**src/rtl/fipo_load_ctrl_if.sv**
```systemverilog
// Handshake and FIPO-side signals of the FIPO load controller.
// The controller takes the slave view; whatever feeds it bytes and
// observes the FIPO side takes the master view.
interface fipo_load_ctrl_if;
  logic       start;
  logic       abort;
  logic [7:0] data_in;
  logic       data_valid;
  logic       data_ready;
  logic       fipo_end_writing;
  logic       fipo_clr;
  logic       fipo_enable;
  logic       fipo_serial;
  logic       busy;
  logic       done;
  logic       error;
  logic [8:0] bit_count;

  modport master (
    output start, abort, data_in, data_valid, fipo_end_writing,
    input  data_ready, fipo_clr, fipo_enable, fipo_serial, busy, done, error, bit_count
  );

  modport slave (
    input  start, abort, data_in, data_valid, fipo_end_writing,
    output data_ready, fipo_clr, fipo_enable, fipo_serial, busy, done, error, bit_count
  );
endinterface

```
**src/rtl/fipo_load_ctrl.sv**
```systemverilog
// FIPO load controller: clears the FIPO memory, then streams a frame of
// TOTAL_BITS bits into it one bit per cycle, MSB first, taking bytes from a
// valid/ready source. After the last bit it waits up to TIMEOUT cycles for
// the memory's end-of-write indication and then reports done/error.
module fipo_load_ctrl #(
  parameter int TOTAL_BITS = 312,
  parameter int TIMEOUT    = 16
) (
  input logic             clk,
  input logic             rst,
  fipo_load_ctrl_if.slave bus
);

  localparam logic [8:0]    FRAME_BITS = 9'(TOTAL_BITS);
  localparam int            TW         = (TIMEOUT > 1) ? $clog2(TIMEOUT) : 1;
  localparam logic [TW-1:0] TIMER_LAST = TW'(TIMEOUT - 1);

  typedef enum logic [2:0] {
    IDLE,
    CLEAR,
    WAIT_BYTE,
    SHIFT,
    WAIT_END,
    DONE
  } state_t;

  state_t        state_q;
  state_t        state_d;
  logic [7:0]    shift_q;
  logic [2:0]    bit_idx_q;
  logic [8:0]    bit_count_q;
  logic [TW-1:0] timer_q;
  logic          early_q;
  logic          error_q;

  logic last_bit_of_byte;
  logic frame_full;

  assign last_bit_of_byte = (state_q == SHIFT) && (bit_idx_q == 3'd7);
  assign frame_full       = ((bit_count_q + 9'd1) == FRAME_BITS);

  // All outputs are decoded from the state or come straight from registers.
  assign bus.data_ready  = (state_q == WAIT_BYTE);
  assign bus.fipo_clr    = (state_q == CLEAR);
  assign bus.fipo_enable = (state_q == SHIFT);
  assign bus.fipo_serial = (state_q == SHIFT) ? shift_q[7] : 1'b0;
  assign bus.busy        = (state_q != IDLE) && (state_q != DONE);
  assign bus.done        = (state_q == DONE);
  assign bus.error       = error_q;
  assign bus.bit_count   = bit_count_q;

  // State register.
  always_ff @(posedge clk or posedge rst) begin
    if (rst) state_q <= IDLE;
    else     state_q <= state_d;
  end

  // Next-state decode; abort wins over everything else in the same cycle.
  always_comb begin
    state_d = state_q;
    if (bus.abort) begin
      state_d = IDLE;
    end else begin
      case (state_q)
        IDLE, DONE: if (bus.start) state_d = CLEAR;
        CLEAR:      state_d = WAIT_BYTE;
        WAIT_BYTE:  if (bus.data_valid) state_d = SHIFT;
        SHIFT:      if (last_bit_of_byte) state_d = frame_full ? WAIT_END : WAIT_BYTE;
        WAIT_END:   if (bus.fipo_end_writing || (timer_q == TIMER_LAST)) state_d = DONE;
        default:    state_d = IDLE;
      endcase
    end
  end

  // Datapath: shift register, bit counters, end-of-write timer and error flags.
  // The timer counts WAIT_END cycles, so a missing end-of-write is declared
  // after TIMEOUT cycles spent waiting.
  always_ff @(posedge clk or posedge rst) begin
    if (rst) begin
      shift_q     <= '0;
      bit_idx_q   <= '0;
      bit_count_q <= '0;
      timer_q     <= '0;
      early_q     <= 1'b0;
      error_q     <= 1'b0;
    end else if (bus.abort) begin
      shift_q     <= '0;
      bit_idx_q   <= '0;
      bit_count_q <= '0;
      timer_q     <= '0;
      early_q     <= 1'b0;
      error_q     <= 1'b0;
    end else begin
      case (state_q)
        IDLE, DONE: begin
          if (bus.start) begin
            bit_count_q <= '0;
            early_q     <= 1'b0;
            error_q     <= 1'b0;
          end
        end
        CLEAR: begin
          bit_idx_q <= '0;
          timer_q   <= '0;
        end
        WAIT_BYTE: begin
          if (bus.fipo_end_writing) early_q <= 1'b1;
          if (bus.data_valid) begin
            shift_q   <= bus.data_in;
            bit_idx_q <= '0;
          end
        end
        SHIFT: begin
          if (bus.fipo_end_writing) early_q <= 1'b1;
          shift_q   <= {shift_q[6:0], 1'b0};
          bit_idx_q <= bit_idx_q + 3'd1;
          timer_q   <= '0;
          if (bit_count_q < FRAME_BITS) bit_count_q <= bit_count_q + 9'd1;
        end
        WAIT_END: begin
          if (bus.fipo_end_writing)       error_q <= early_q;
          else if (timer_q == TIMER_LAST) error_q <= 1'b1;
          else                            timer_q <= timer_q + TW'(1);
        end
        default: begin
          timer_q <= '0;
        end
      endcase
    end
  end

endmodule
```
**src/flat_wrapper.sv**
```systemverilog
// flat-port wrapper written by rule: the top's interface ports become plain ports
module fipo_load_ctrl_flat 
#(
  parameter int TOTAL_BITS = 312,
  parameter int TIMEOUT    = 16
)
  (clk, rst, bus_start, bus_abort, bus_data_in, bus_data_valid, bus_fipo_end_writing, bus_data_ready, bus_fipo_clr, bus_fipo_enable, bus_fipo_serial, bus_busy, bus_done, bus_error, bus_bit_count);
  fipo_load_ctrl_if bus_i ();
  input logic clk;
  input logic rst;
  input wire logic [$bits(bus_i.start)-1:0] bus_start;
  input wire logic [$bits(bus_i.abort)-1:0] bus_abort;
  input wire logic [$bits(bus_i.data_in)-1:0] bus_data_in;
  input wire logic [$bits(bus_i.data_valid)-1:0] bus_data_valid;
  input wire logic [$bits(bus_i.fipo_end_writing)-1:0] bus_fipo_end_writing;
  output wire logic [$bits(bus_i.data_ready)-1:0] bus_data_ready;
  output wire logic [$bits(bus_i.fipo_clr)-1:0] bus_fipo_clr;
  output wire logic [$bits(bus_i.fipo_enable)-1:0] bus_fipo_enable;
  output wire logic [$bits(bus_i.fipo_serial)-1:0] bus_fipo_serial;
  output wire logic [$bits(bus_i.busy)-1:0] bus_busy;
  output wire logic [$bits(bus_i.done)-1:0] bus_done;
  output wire logic [$bits(bus_i.error)-1:0] bus_error;
  output wire logic [$bits(bus_i.bit_count)-1:0] bus_bit_count;
  assign bus_i.start = bus_start;
  assign bus_i.abort = bus_abort;
  assign bus_i.data_in = bus_data_in;
  assign bus_i.data_valid = bus_data_valid;
  assign bus_i.fipo_end_writing = bus_fipo_end_writing;
  assign bus_data_ready = bus_i.data_ready;
  assign bus_fipo_clr = bus_i.fipo_clr;
  assign bus_fipo_enable = bus_i.fipo_enable;
  assign bus_fipo_serial = bus_i.fipo_serial;
  assign bus_busy = bus_i.busy;
  assign bus_done = bus_i.done;
  assign bus_error = bus_i.error;
  assign bus_bit_count = bus_i.bit_count;
  fipo_load_ctrl #(.TOTAL_BITS(TOTAL_BITS), .TIMEOUT(TIMEOUT)) u_core (.clk(clk), .rst(rst), .bus(bus_i));
endmodule
```
**config.mk**
```make
export PLATFORM = sky130hd
export DESIGN_NAME = fipo_load_ctrl_flat
export DESIGN_NICKNAME = d
export VERILOG_FILES = /design/src/rtl/fipo_load_ctrl_if.sv /design/src/rtl/fipo_load_ctrl.sv /design/src/flat_wrapper.sv
export SDC_FILE = /design/constraint.sdc
export NUM_CORES = 1
export LEC_CHECK = 0
export CAP_MARGIN = 40
export CORE_UTILIZATION = 30
export DETAILED_ROUTE_END_ITERATION = 10
export GPL_TIMING_DRIVEN = 0
export HOLD_SLACK_MARGIN = 0.1
export SLEW_MARGIN = 20
export SYNTH_ARGS = -nofsm -noshare
export SYNTH_HDL_FRONTEND = slang
export SYNTH_SLANG_ARGS = --single-unit
```
**constraint.sdc**
```tcl
create_clock -name clk -period 5.1 [get_ports clk]
set_clock_uncertainty 0.1 [all_clocks]
set_input_delay 1.02 -clock clk [delete_from_list [all_inputs] [get_ports clk]]
set_output_delay 1.02 -clock clk [all_outputs]
set_load 0.1 [all_outputs]
```
# Word level (Yosys, flattened, before mapping)
# Cells that the tools add are included.
[word_totals]
reg_bits = 29
inputBits = 14
output_inout_bits = 16
elab_cells = 80
[classes]
addsub = 3
order_cmp = 1
n_eq_ne = 19
mux = 30
n_reduce_logical = 20
[op_table]
columns = ["operator", "n"]
rows = [
  ["2-to-1 mux 9 bit", 3],
  ["2-to-1 mux 3 bit", 8],
  ["one-hot mux 9 bit (2 select lines)", 1],
  ["2-to-1 mux 8 bit", 2],
  ["one-hot mux 8 bit (2 select lines)", 1],
  ["!= test 3 bit, second input constant", 5],
  ["one-hot mux 3 bit (5 select lines)", 1],
  ["nonzero test 3 bit", 5],
  ["2-to-1 mux 4 bit", 3],
  ["AND reduction 3 bit", 4],
  ["adder 9 x 1 -> 9 bit, second input constant", 1],
  ["== test 3 bit, second input constant", 3],
  ["== test 9 bit, second input constant", 1],
  ["less-than comparator 9 bit, second input constant", 1],
  ["!= test 3 x 2 -> 1 bit, second input constant", 3],
  ["one-hot mux 3 bit (3 select lines)", 1],
  ["one-hot mux 4 bit (2 select lines)", 1],
  ["2-to-1 mux 1 bit", 7],
  ["== test 3 x 2 -> 1 bit, second input constant", 2],
  ["adder 4 x 1 -> 4 bit, second input constant", 1],
  ["== test 4 bit, second input constant", 1],
  ["!= test 4 x 3 -> 1 bit, second input constant", 1],
  ["one-hot mux 1 bit (2 select lines)", 2],
  ["AND reduction 2 bit", 2],
  ["other kinds (11)", 13],
]

# Logic depth before layout (Yosys ltp)
[depth]
ltp_word = 6
ltp_mapped = 6
depth_no_buf = 6

# Worst setup path before layout
# No wires, ideal clock.
[synth_path]
path_type = "reg-to-output"
startpoint = "register u_core.state_q[2]"
endpoint = "output port bus_fipo_clr"
arrival_time_ns = 2.691
required_ns = 3.980
path_slack_ns = 1.289
path_stages_with_launch = 3
n_path_buf = 1
cell_sequence = "dfrtp_1 buf_2 nor3_1"
[synth_between]
elab_chain_len = 1
[synth_rtl]
columns = ["element", "line_no", "source"]
rows = [
  ["start, declared", "fipo_load_ctrl.sv:27", "state_t state_q;"],
  ["start signal, assigned", "fipo_load_ctrl.sv:55", "else state_q <= state_d;"],
  ["== test 3 x 1 -> 1 bit", "fipo_load_ctrl.sv:44", "assign bus.fipo_clr = (state_q == CLEAR);"],
  ["end, declared", "flat_wrapper.sv:17", "output wire logic [$bits(bus_i.fipo_clr)-1:0] bus_fipo_clr;"],
]
# Every way passes these cells.

# Final worst setup path
[layout_path]
startpoint = "register u_core.state_q[2]"
endpoint = "output port bus_fipo_serial"
[layout_between]
elab_chain_len = 2
[layout_rtl]
columns = ["element", "line_no", "source"]
rows = [
  ["== test 3 x 2 -> 1 bit", "fipo_load_ctrl.sv:46", "assign bus.fipo_serial = (state_q == SHIFT) ? shift_q[7] : 1'b0;"],
  ["2-to-1 mux 1 bit", "fipo_load_ctrl.sv:46", ""],
  ["end, declared", "flat_wrapper.sv:19", "output wire logic [$bits(bus_i.fipo_serial)-1:0] bus_fipo_serial;"],
]
# Every way passes these cells.

==> impl_metrics.csv <==
group,metric,value,unit
outcome,status,"completed",
placement,gp_congestion,0.798,
placement,place_inst,305,
power,p_sw_share,37.1,%
yosys,synth_cell_types,56,
placement,hpwl,3110,µm
global_routing,grt_pass1_wl,7590,µm
worst_setup_path,crit_path_max_fanout,10,
drt,firstDrtPassIters,5,
yosys,synth_compound_area_share,22.1,%
layout,drive_above_1_share,17.5,%
placement,place_area,0.00240,mm²
power,p_leak,0.00102,µW
yosys,synth-async-reset-ratio,100,%
clocking,postCtsSetupBuffers,0,
floorplanning,placementRows,27,
timing,setup_viol,0,
layout,final_nets,258,
layout,diodes,0,
drt,vias,1571,
power,intPower,456,µW
clocking,htreeDepth,2,
yosys,synth_cells,188,
drt,viasPerCell,5.04,
timing,maxSlewViolCount,0,
yosys,synth_nets,206,
drt,route.detailed.drc,0,
clocking,cts_buffer_depth,2,
timing,slew_headroom,59.4,%
floorplanning,start_util,31.8,%
global_routing,grt_usage,15.7,%
yosys,synth-xor-area-share,0.983,%
drt,wl,4310,µm
clocking,ctsResizeCount,0,
floorplanning,io_pins,30,
power,peakVddDrop,119,µV
clocking,insertion_delay,0.27,ns
yosys,synth_edf_count,0,
clocking,cts.sink_count,29,
drt,antenna_left,0,
drt,wire_per_inst,13.8,µm
yosys,avgSynthCellArea,9.48,µm²
yosys,synth-warning-count,0,
layout,finalInstanceArea,0.00249,mm²
yosys,ys_seq_area_share,40.7,%
clocking,cts_buffers,5,
timing,fin_tns_setup,0,ns
clocking,tritoncts,"done",
power,sequentialPowerShare,36.0,%
yosys,synth_top_family_by_area,"simple AND/OR/NAND/NOR gates",
yosys,synth_most_common_cell,"dfrtp_1",
power,switching_power,269,µW
timing,hold_ws,0.384,ns
timing,tightestPinTransition,0.608,ns
clocking,root_buffer,"clkbuf_8",
worst_setup_path,startpoint_type,"register",
power,share_comb_of_total_power,37.8,%
global_routing,grt_pass1_vias,1578,
yosys,synth_seq_cells,29,
floorplanning,die_h,79.1,µm
yosys,synth_common_cells,"dfrtp_1, nand2_1, nor2_1",
power,clock_power_share,26.3,%
worst_setup_path,crit_arrival,2.15,ns
yosys,muxShareOfSynthArea,4.56,%
placement,port_buffers,29,
global_routing,grt_max_degree,30,
layout,area_growth,39.7,%
worst_setup_path,worstPathRequired,3.98,ns
clocking,cts_hold_buffers,0,
drt,drt_iter0_markers,100,
global_routing,grt_antenna_before_repair,0,
yosys,yosysTopAreaCell,"dfrtp_1",
yosys,netlist_area,0.00178,mm²
yosys,yosys.area_share.simple,24.7,%
yosys,ys_top_cells_by_area,"dfrtp_1, mux2i_1, nand2_1",
floorplanning,core,0.00561,mm²
timing,post-route-period-util,64.0,%
timing,rsz0062_at_grt,"false",
yosys,synth_fa_ha_area_share,2.81,%
min_path,hp-class,"reg2reg",
power,p_per_area,292,mW/mm²
timing,post-route-min-period,3.27,ns
floorplanning,fp.dieW,79.1,µm
layout,fin_cells,312,
job,drv_cap,0,
worst_setup_path,path_class,"reg2out",
global_routing,grt_overflow,0,
timing,hold_viol,0,
power,power.total,726,µW
floorplanning,die-area,0.00625,mm²
timing,fmax,306,MHz
clocking,cts.reportedPaths.clkPinSlew,0.06,ns
worst_setup_path,worstSetupEndpointType,"output port",
yosys,netlist.area_leader.share,40.7,%
yosys,synth_ff_type,"dfrtp_1",
## worst max-delay path, stage by stage, from the launching register on
cell and delay [ns]:
dfrtp_1 0.46, nand2b_4 0.20, or2_4 0.26, clkinv_4 0.11, and2_1 0.13, clkdlybuf4s50_1 0.50
buf_8 0.20
## metal layers
| layer | up-vias | part of all wire (%) | global-route usage, % |
|---|---|---|---|
| li1 | 796 | - | - |
| met1 | 753 | 48 | 20.4 |
| met2 | 20 | 49 | 25.4 |
| met3 | 2 | 2.5 | 4.14 |
| met4 | 0 | 0.79 | 4.91 |
| met5 | - | 0 | 0 |
## kinds of logic (layout without fill, tap and decap cells)
group           Yosys count  after routing
fa+ha+maj                 4              4
simple gates             78             78
xor+xnor                  2              2
flops                    29             29
mux                       8              8
compound gates           52             52
buf+inv                  15             67
## final timing paths
| check | startpoint | to | slack [ns] | cells after the start |
|---|---|---|---|---|
| worst max-delay path | u_core.state_q[2]$_DFFE_PP0P_ | bus_fipo_serial | 1.83 | 6 |
| worst min-delay path | u_core.shift_q[5]$_DFFE_PP0P_ | u_core.shift_q[5]$_DFFE_PP0P_ | 0.38 | 2 |
| worst max register to register | u_core.bit_idx_q[0]$_DFFE_PP0P_ | u_core.state_q[2]$_DFFE_PP0P_ | 3.24 | 6 |
| worst min register to register | u_core.shift_q[5]$_DFFE_PP0P_ | u_core.shift_q[5]$_DFFE_PP0P_ | 0.38 | 2 |
| max in group asynchronous | rst | u_core.bus.bit_count[4]$_DFFE_PP0P_ | 3.46 | 2 |
| min in group asynchronous | rst | u_core.bus.bit_count[8]$_DFFE_PP0P_ | 1.04 | 2 |
## layout make-up
class	instances	area, µm²
Buffer	8	41.3
Tap cell	72	90.1
Timing Repair Buffer	45	531
Sequential cell	29	726
Inverter	7	31.3
Clock buffer	7	86.3
Multi-Input combinational cell	144	983
Fill cell	553	3120
## cells in the final DEF, fill, tap and decap left out, types with 5 or more instances in the layout
master and count:
a21oi_1 5, o2bb2ai_1 5, o21ai_1 9, nand3_1 11, clkbuf_8 6, nand2_1 18, nor3_1 5, nor2_1 13
o21ai_0 6, buf_8 16, mux2i_1 7, inv_1 5, clkdlybuf4s50_1 29, or3_1 5, dfrtp_1 29
## state kept, by name, summed over array words and instances (netlist names)
name and cells:
u_core.bus.error 1, u_core.state_q 3, u_core.early_q 1, u_core.timer_q 4, u_core.bus.bit_count 9, u_core.bit_idx_q 3, u_core.shift_q 8
## power groups by stage
stage	registers (µW)	logic [µW]	clock network (µW)
floorplan	271	174	0
global placement	264	238	0
detailed placement	265	274	0
CTS	261	276	196
global route	264	295	206
finish	261	274	191
## through the flow
stage / util, % / setup WS (ns)
global placement: 38.6 / 1.71
CTS: 44.4 / 1.82
finish: 44.4 / 1.83
detailed placement: 42.8 / 2.13
floorplan: - / 1.29
global route: 44.4 / 1.72
(Power assumes the default switching activity.)
